[config.mk]
export PLATFORM = sky130hd
export DESIGN_NAME = tty_writer_flat
export DESIGN_NICKNAME = d
export VERILOG_FILES = /design/src/rtl/tty_writer_if.sv /design/src/rtl/tty_writer.sv /design/src/flat_wrapper.sv
export SDC_FILE = /design/constraint.sdc
export NUM_CORES = 1
export LEC_CHECK = 0
export BUFFER_PORTS_ARGS = -buffer_cell sky130_fd_sc_hd__buf_2
export CORE_MARGIN = 1.5
export CORE_UTILIZATION = 59
export CTS_CLUSTER_DIAMETER = 30
export CTS_CLUSTER_SIZE = 14
export DETAILED_ROUTE_END_ITERATION = 8
export PLACE_DENSITY = 0.8
export SLEW_MARGIN = 0
export SYNTH_ARGS = -nofsm -noshare
export SYNTH_HDL_FRONTEND = slang
export SYNTH_SLANG_ARGS = --single-unit
export TNS_END_PERCENT = 1
[constraint.sdc]
create_clock -name clk_data -period 3 [get_ports clk_data]
set_clock_uncertainty 0.05 [all_clocks]
set_input_delay 0.6 -clock clk_data [delete_from_list [all_inputs] [get_ports clk_data]]
set_output_delay 0.6 -clock clk_data [all_outputs]
set_load 0.005 [all_outputs]
[src/rtl/tty_writer_if.sv]
// Character stream handshake plus character-RAM port B for tty_writer.
// master = character source / RAM side, slave = the writer.
interface tty_writer_if;
  logic        char_valid;
  logic [7:0]  char_data;
  logic        char_ready;
  logic [12:0] addrb;
  logic [7:0]  dinb;
  logic        web;
  logic        enb;
  logic [7:0]  doutb;

  modport master (
    output char_valid, char_data, doutb,
    input  char_ready, addrb, dinb, web, enb
  );
  modport slave (
    input  char_valid, char_data, doutb,
    output char_ready, addrb, dinb, web, enb
  );
endinterface

[src/rtl/tty_writer.sv]
// Text-terminal writer: turns a byte stream into character-RAM writes with cursor,
// newline, scroll and form-feed clear. Define TTY_TAB_EN to expand 0x09 into spaces.
module tty_writer #(
  parameter int COLS = 64,
  parameter int ROWS = 32
) (
  input  logic        clk_data,
  input  logic        irst_n,
  tty_writer_if.slave bus,
  output logic        busy
);
  localparam logic [6:0] CMAX = 7'(COLS - 1);
  localparam logic [5:0] RMAX = 6'(ROWS - 1);
  localparam logic [5:0] RPEN = 6'(ROWS - 2);
  localparam logic [7:0] SP   = 8'h20;

  typedef enum logic [2:0] {
    IDLE, PUT, ADV, SCROLL_RD, SCROLL_WR, CLEAR_ROW, CLEAR_ALL
  } state_t;

  state_t      state;
  logic [5:0]  row, sr;
  logic [6:0]  col, sc;
  logic [12:0] addr_q;
  logic [7:0]  din_q;
  logic        we_q, en_q, rdy_q;
  logic        printable;
`ifdef TTY_TAB_EN
  logic        tab;
`endif

  assign printable      = (bus.char_data >= 8'h20) && (bus.char_data <= 8'h7E);
  assign bus.char_ready = rdy_q;
  assign bus.addrb      = addr_q;
  assign bus.web        = we_q;
  assign bus.enb        = en_q;
  // scroll data only arrives from the RAM during the write cycle itself
  assign bus.dinb       = (state == SCROLL_WR) ? bus.doutb : din_q;

  // Each transition also loads the RAM strobes for the state being entered,
  // so a state's access is on the bus for exactly the cycles it occupies.
  always_ff @(posedge clk_data) begin
    if (!irst_n) begin
      state  <= CLEAR_ALL;
      row    <= '0;
      col    <= '0;
      sr     <= '0;
      sc     <= '0;
      addr_q <= '0;
      din_q  <= SP;
      we_q   <= 1'b0;
      en_q   <= 1'b0;
      rdy_q  <= 1'b0;
      busy   <= 1'b1;
`ifdef TTY_TAB_EN
      tab    <= 1'b0;
`endif
    end else begin
      we_q  <= 1'b0;
      en_q  <= 1'b0;
      rdy_q <= 1'b0;
      busy  <= 1'b1;
      case (state)
        IDLE: begin
          rdy_q <= 1'b1;
          busy  <= 1'b0;
          if (bus.char_valid) begin
            if (printable) begin
              state  <= PUT;
              we_q   <= 1'b1;
              en_q   <= 1'b1;
              addr_q <= {row, col};
              din_q  <= bus.char_data;
              rdy_q  <= 1'b0;
              busy   <= 1'b1;
`ifdef TTY_TAB_EN
              tab    <= 1'b0;
`endif
            end else if (bus.char_data == 8'h0A) begin
              if (row == RMAX) begin
                state  <= SCROLL_RD;
                en_q   <= 1'b1;
                addr_q <= {6'd1, 7'd0};
                sr     <= '0;
                sc     <= '0;
                rdy_q  <= 1'b0;
                busy   <= 1'b1;
              end else begin
                row <= row + 6'd1;
              end
            end else if (bus.char_data == 8'h0D) begin
              col <= '0;
            end else if (bus.char_data == 8'h08) begin
              if (col != '0) col <= col - 7'd1;
            end else if (bus.char_data == 8'h0C) begin
              state  <= CLEAR_ALL;
              we_q   <= 1'b1;
              en_q   <= 1'b1;
              addr_q <= '0;
              din_q  <= SP;
              sr     <= '0;
              sc     <= '0;
              rdy_q  <= 1'b0;
              busy   <= 1'b1;
`ifdef TTY_TAB_EN
            end else if (bus.char_data == 8'h09) begin
              state  <= PUT;
              we_q   <= 1'b1;
              en_q   <= 1'b1;
              addr_q <= {row, col};
              din_q  <= SP;
              tab    <= 1'b1;
              rdy_q  <= 1'b0;
              busy   <= 1'b1;
`endif
            end
          end
        end
        PUT: state <= ADV;
        ADV: begin
          if (col == CMAX) begin
            col <= '0;
            if (row == RMAX) begin
              state  <= SCROLL_RD;
              en_q   <= 1'b1;
              addr_q <= {6'd1, 7'd0};
              sr     <= '0;
              sc     <= '0;
            end else begin
              row   <= row + 6'd1;
              state <= IDLE;
              rdy_q <= 1'b1;
              busy  <= 1'b0;
            end
`ifdef TTY_TAB_EN
          end else if (tab && (col[2:0] != 3'd7)) begin
            col    <= col + 7'd1;
            state  <= PUT;
            we_q   <= 1'b1;
            en_q   <= 1'b1;
            addr_q <= {row, col + 7'd1};
`endif
          end else begin
            col   <= col + 7'd1;
            state <= IDLE;
            rdy_q <= 1'b1;
            busy  <= 1'b0;
          end
        end
        SCROLL_RD: begin
          state  <= SCROLL_WR;
          we_q   <= 1'b1;
          en_q   <= 1'b1;
          addr_q <= {sr, sc};
        end
        SCROLL_WR: begin
          if (sc == CMAX) begin
            sc <= '0;
            if (sr == RPEN) begin
              state  <= CLEAR_ROW;
              we_q   <= 1'b1;
              en_q   <= 1'b1;
              addr_q <= {RMAX, 7'd0};
              din_q  <= SP;
            end else begin
              sr     <= sr + 6'd1;
              state  <= SCROLL_RD;
              en_q   <= 1'b1;
              addr_q <= {sr + 6'd2, 7'd0};
            end
          end else begin
            sc     <= sc + 7'd1;
            state  <= SCROLL_RD;
            en_q   <= 1'b1;
            addr_q <= {sr + 6'd1, sc + 7'd1};
          end
        end
        CLEAR_ROW: begin
          if (sc == CMAX) begin
            state <= IDLE;
            rdy_q <= 1'b1;
            busy  <= 1'b0;
          end else begin
            sc     <= sc + 7'd1;
            we_q   <= 1'b1;
            en_q   <= 1'b1;
            addr_q <= {RMAX, sc + 7'd1};
          end
        end
        CLEAR_ALL: begin
          // we_q low here means the first cycle out of reset: start the sweep
          if (!we_q) begin
            we_q   <= 1'b1;
            en_q   <= 1'b1;
            addr_q <= '0;
            din_q  <= SP;
            sr     <= '0;
            sc     <= '0;
          end else if (sc == CMAX && sr == RMAX) begin
            row   <= '0;
            col   <= '0;
            state <= IDLE;
            rdy_q <= 1'b1;
            busy  <= 1'b0;
          end else if (sc == CMAX) begin
            sc     <= '0;
            sr     <= sr + 6'd1;
            we_q   <= 1'b1;
            en_q   <= 1'b1;
            addr_q <= {sr + 6'd1, 7'd0};
          end else begin
            sc     <= sc + 7'd1;
            we_q   <= 1'b1;
            en_q   <= 1'b1;
            addr_q <= {sr, sc + 7'd1};
          end
        end
        default: state <= CLEAR_ALL;
      endcase
    end
  end
endmodule

[src/flat_wrapper.sv]
// flat-port wrapper written by rule: the top's interface ports become plain ports
module tty_writer_flat 
#(
  parameter int COLS = 64,
  parameter int ROWS = 32
)
  (clk_data, irst_n, busy, bus_char_valid, bus_char_data, bus_doutb, bus_char_ready, bus_addrb, bus_dinb, bus_web, bus_enb);
  tty_writer_if bus_i ();
  input  logic clk_data;
  input  logic irst_n;
  output logic busy;
  input wire logic [$bits(bus_i.char_valid)-1:0] bus_char_valid;
  input wire logic [$bits(bus_i.char_data)-1:0] bus_char_data;
  input wire logic [$bits(bus_i.doutb)-1:0] bus_doutb;
  output wire logic [$bits(bus_i.char_ready)-1:0] bus_char_ready;
  output wire logic [$bits(bus_i.addrb)-1:0] bus_addrb;
  output wire logic [$bits(bus_i.dinb)-1:0] bus_dinb;
  output wire logic [$bits(bus_i.web)-1:0] bus_web;
  output wire logic [$bits(bus_i.enb)-1:0] bus_enb;
  assign bus_i.char_valid = bus_char_valid;
  assign bus_i.char_data = bus_char_data;
  assign bus_i.doutb = bus_doutb;
  assign bus_char_ready = bus_i.char_ready;
  assign bus_addrb = bus_i.addrb;
  assign bus_dinb = bus_i.dinb;
  assign bus_web = bus_i.web;
  assign bus_enb = bus_i.enb;
  tty_writer #(.COLS(COLS), .ROWS(ROWS)) u_core (.clk_data(clk_data), .irst_n(irst_n), .bus(bus_i), .busy(busy));
endmodule
==> flow_metrics.py <==
metrics = {
    "status": {
        "status": "completed",
    },
    "global_route": {
        "grt_pass1_wl_um": 19500,
        "grt_usage": 0.340,
        "antenna_found_initial": 0,
        "grt_start_max_net_pins": 28,
        "grt_overflow": 0,
        "grt_pass1_vias": 3908,
    },
    "die": {
        "die_area_um2": 7060,
        "ios": 44,
        "initial_utilization": 0.610,
        "die_width_um": 84,
        "fp.coreArea_um2": 6350,
        "row_count": 29,
        "die_y_um": 84,
    },
    "cts": {
        "worstSkewPairLatency_ns": 0.32,
        "cts_root_buffer": "clkbuf_8",
        "htreeDepth": 2,
        "cts_hold_buf": 0,
        "cts_setup_buffers": 0,
        "cts_max_path_buffers": 2,
        "numCtsBuffers": 5,
        "path_clk_slew_ns": 0.10,
        "cts_tree": "done",
        "clkSinkCount": 54,
        "post_cts_resized": 0,
    },
    "power_and_ir_drop": {
        "clock_power_share": 0.133,
        "internal-power_uw": 1700,
        "power.leakage_uw": 0.00168,
        "p_total_uw": 3330,
        "sw_frac_of_total": 0.489,
        "p_comb_frac": 0.559,
        "vdd_drop_max_mv": 0.502,
        "power_density_nw_per_um2": 781,
        "switching_power_uw": 1630,
        "power_frac_seq": 0.308,
    },
    "finish": {
        "fin_nets": 593,
        "final_cells": 644,
        "syn_to_final_growth_pct": 10.1,
        "antenna_cells": 0,
        "drive_gt1_frac": 0.148,
        "fillers": 574,
    },
    "sta": {
        "hold_viol_final": 0,
        "tightest_slew_ns": 0.802,
        "rsz0062_at_grt": "no",
        "post-route-period-util": 0.942,
        "post-route-min-period_ns": 2.82,
        "relSlewSlack": 0.465,
        "drv_slew": 0,
        "fmax_mhz": 354,
        "fin_tns_setup_ns": 0,
        "setup_viol": 0,
    },
    "detailed_routing": {
        "dr_total_vias": 4324,
        "wl_per_cell_um": 18.5,
        "postRouteAntennaNets": 0,
        "vias_per_cell": 6.71,
        "routed_wl_um": 11900,
        "firstDrtPassIters": 6,
        "drc": 0,
        "first_iter_violations": 696,
    },
    "setup_path": {
        "cp_slowest_cell": "dfxtp_1",
        "crit_chain": "inv_1 -> nand2_1 -> nand2_1 -> nand2_1 -> buf_2",
        "critPathBufInv": 2,
        "worstPathMaxFanout": 22,
        "path_class": "flop to output pin",
        "crit_family": "flip-flops",
        "crit_path_end_kind": "output pin",
        "cp.required_ns": 2.35,
        "max_stage_delay_ns": 0.85,
        "cpMostUsedCell": "nand2_1",
        "arrival_ns": 2.17,
        "critPathLaunchType": "flop",
    },
    "placed_design": {
        "dp_cells": 636,
        "routabilityCongestion": 1.03,
        "io_buffers": 43,
        "dpl.hpwl_um": 8840,
    },
    "synthesis": {
        "yosys.area.top_type_share": 0.279,
        "synth_cell_types": 74,
        "yosys-top-cells-area": "dfxtp_1 (28%), nand2_1 (7.6%), a21oi_1 (5.2%)",
        "synthCells": 529,
        "syn_area_per_cell_um2": 7.32,
        "ys_warn_count": 0,
        "synthFlopType": "dfxtp_1",
        "synth_seq_area_share": 0.279,
        "synth_top_cell_by_area": "dfxtp_1",
        "syn_nets": 556,
        "synth-seq-cells": 54,
        "synth_edf_count": 0,
        "synth_area_um2": 3870,
        "async_reset_ff_frac": 0,
    },
    "flow_run": {
        "cap_viol_max_count": 0,
    },
    "hold_path": {
        "hp-class": "flop to flop",
    },
}
[sequential cells by signal (all words and copies together) (netlist names)]
name,count
u_core.bus.char_ready,1
u_core.sc,7
u_core.din_q,8
u_core.bus.addrb,13
u_core.busy,1
u_core.bus.enb,1
u_core.bus.web,1
u_core.col,7
u_core.state,3
u_core.sr,6
u_core.row,6
[metal layers]
| layer | vias up | global-route usage | wire (um) |
|---|---|---|---|
| met2 | 253 | 0.536 | 5290 |
| met4 | 0 | 0.128 | 435 |
| met5 | - | 0 | 0 |
| met1 | 1984 | 0.473 | 5070 |
| li1 | 2038 | - | - |
| met3 | 49 | 0.0445 | 1090 |
[power groups by stage]
| stage | Sequential (uW) | Combinational [uW] | Clock, uW |
|---|---|---|---|
| 3_5_place_dp | 1030 | 1800 | 0 |
| 4_1_cts | 1010 | 1810 | 453 |
| 6_report | 1020 | 1860 | 443 |
| 3_3_place_gp | 1030 | 1780 | 0 |
| 5_1_grt | 1040 | 2030 | 478 |
| 2_1_floorplan | 934 | 1340 | 0 |
[cell families after synthesis]
family,after synthesis,synth area share
muxes,9,0.0233
xor gates and xnor gates,8,0.0181
DFF,54,0.279
and+or+nand+nor,245,0.317
adders and majority gates,8,0.0259
buffers and inverters,44,0.0537
AOI/OAI and AO/OA,161,0.282
[path summary, 6_finish.rpt]
path / slack, ns / startpoint / depth (start not counted) / end
min reg2reg: 0.41 / u_core.din_q[6]$_SDFFE_PN0P_ / 2 / u_core.din_q[6]$_SDFFE_PN0P_
max reg2reg: 0.30 / u_core.col[0]$_SDFFE_PN0P_ / 7 / u_core.bus.addrb[8]$_SDFFE_PN0P_
max: 0.18 / u_core.state[1]$_SDFFE_PN1P_ / 5 / bus_dinb[4]
min: 0.41 / u_core.din_q[6]$_SDFFE_PN0P_ / 2 / u_core.din_q[6]$_SDFFE_PN0P_
[cell usage in the layout, fill, tap and decap left out, types with 12 or more instances in the layout]
cell,count
nand2_1,78
nand3_1,33
buf_2,43
a21oi_1,40
buf_4,19
dfxtp_1,53
o21ai_0,29
nor2_1,53
inv_1,12
[tightest hold or removal path, delay by kind of cell, from the launching register on]
| family | cells | cell delay, ns |
|---|---|---|
| AO/OA/AOI/OAI | 1 | 0.05 |
| flip-flops | 1 | 0.33 |
| AND/OR/NAND/NOR | 1 | 0.05 |
[Yosys cell counts, types with 3 or more instances]
cell type / count
a211oi_1: 5
a21oi_1: 40
a221oi_1: 9
a22o_1: 3
a22oi_1: 5
a31oi_1: 8
and2_1: 8
and3_1: 9
buf_1: 3
buf_2: 8
buf_6: 3
clkbuf_1: 16
dfxtp_1: 54
ha_1: 8
inv_1: 12
mux2i_1: 9
nand2_1: 78
nand2b_1: 4
nand3_1: 33
nand3b_1: 4
nand4_1: 5
nor2_1: 53
nor2b_1: 8
nor3_1: 8
nor3b_1: 7
nor4_1: 4
o2111ai_1: 4
o21a_1: 6
o21ai_0: 29
o21ai_1: 3
o221a_2: 3
o221ai_1: 4
o22ai_1: 9
o2bb2ai_1: 4
o32ai_1: 5
or3_1: 5
xnor2_1: 3
xor2_1: 5
[layout make-up]
cell class	count	area, um2	area share
Clock buffer	6	82.6	0.0194
Clock inverter	2	16.3	0.00382
Inverter	12	45.0	0.0106
Multi-Input combinational cell	431	2580	0.606
Sequential cell	54	1080	0.254
Tap cell	77	96.3	0.0226
Timing Repair Buffer	62	358	0.0839
[per-stage QoR]
step | area [um2] | worst slack, ns | util | hold WS, ns
global placement | 4160 | 0.335 | 0.656 | 0.391
floorplan | 3870 | 0.605 | - | 0.382
CTS | 4260 | 0.146 | 0.671 | 0.411
global route | 4260 | 0.0470 | 0.671 | 0.445
finish | 4260 | 0.175 | 0.671 | 0.414
detailed placement | 4160 | 0.251 | 0.656 | 0.396
No activity file was read; power rests on OpenSTA's default activity.
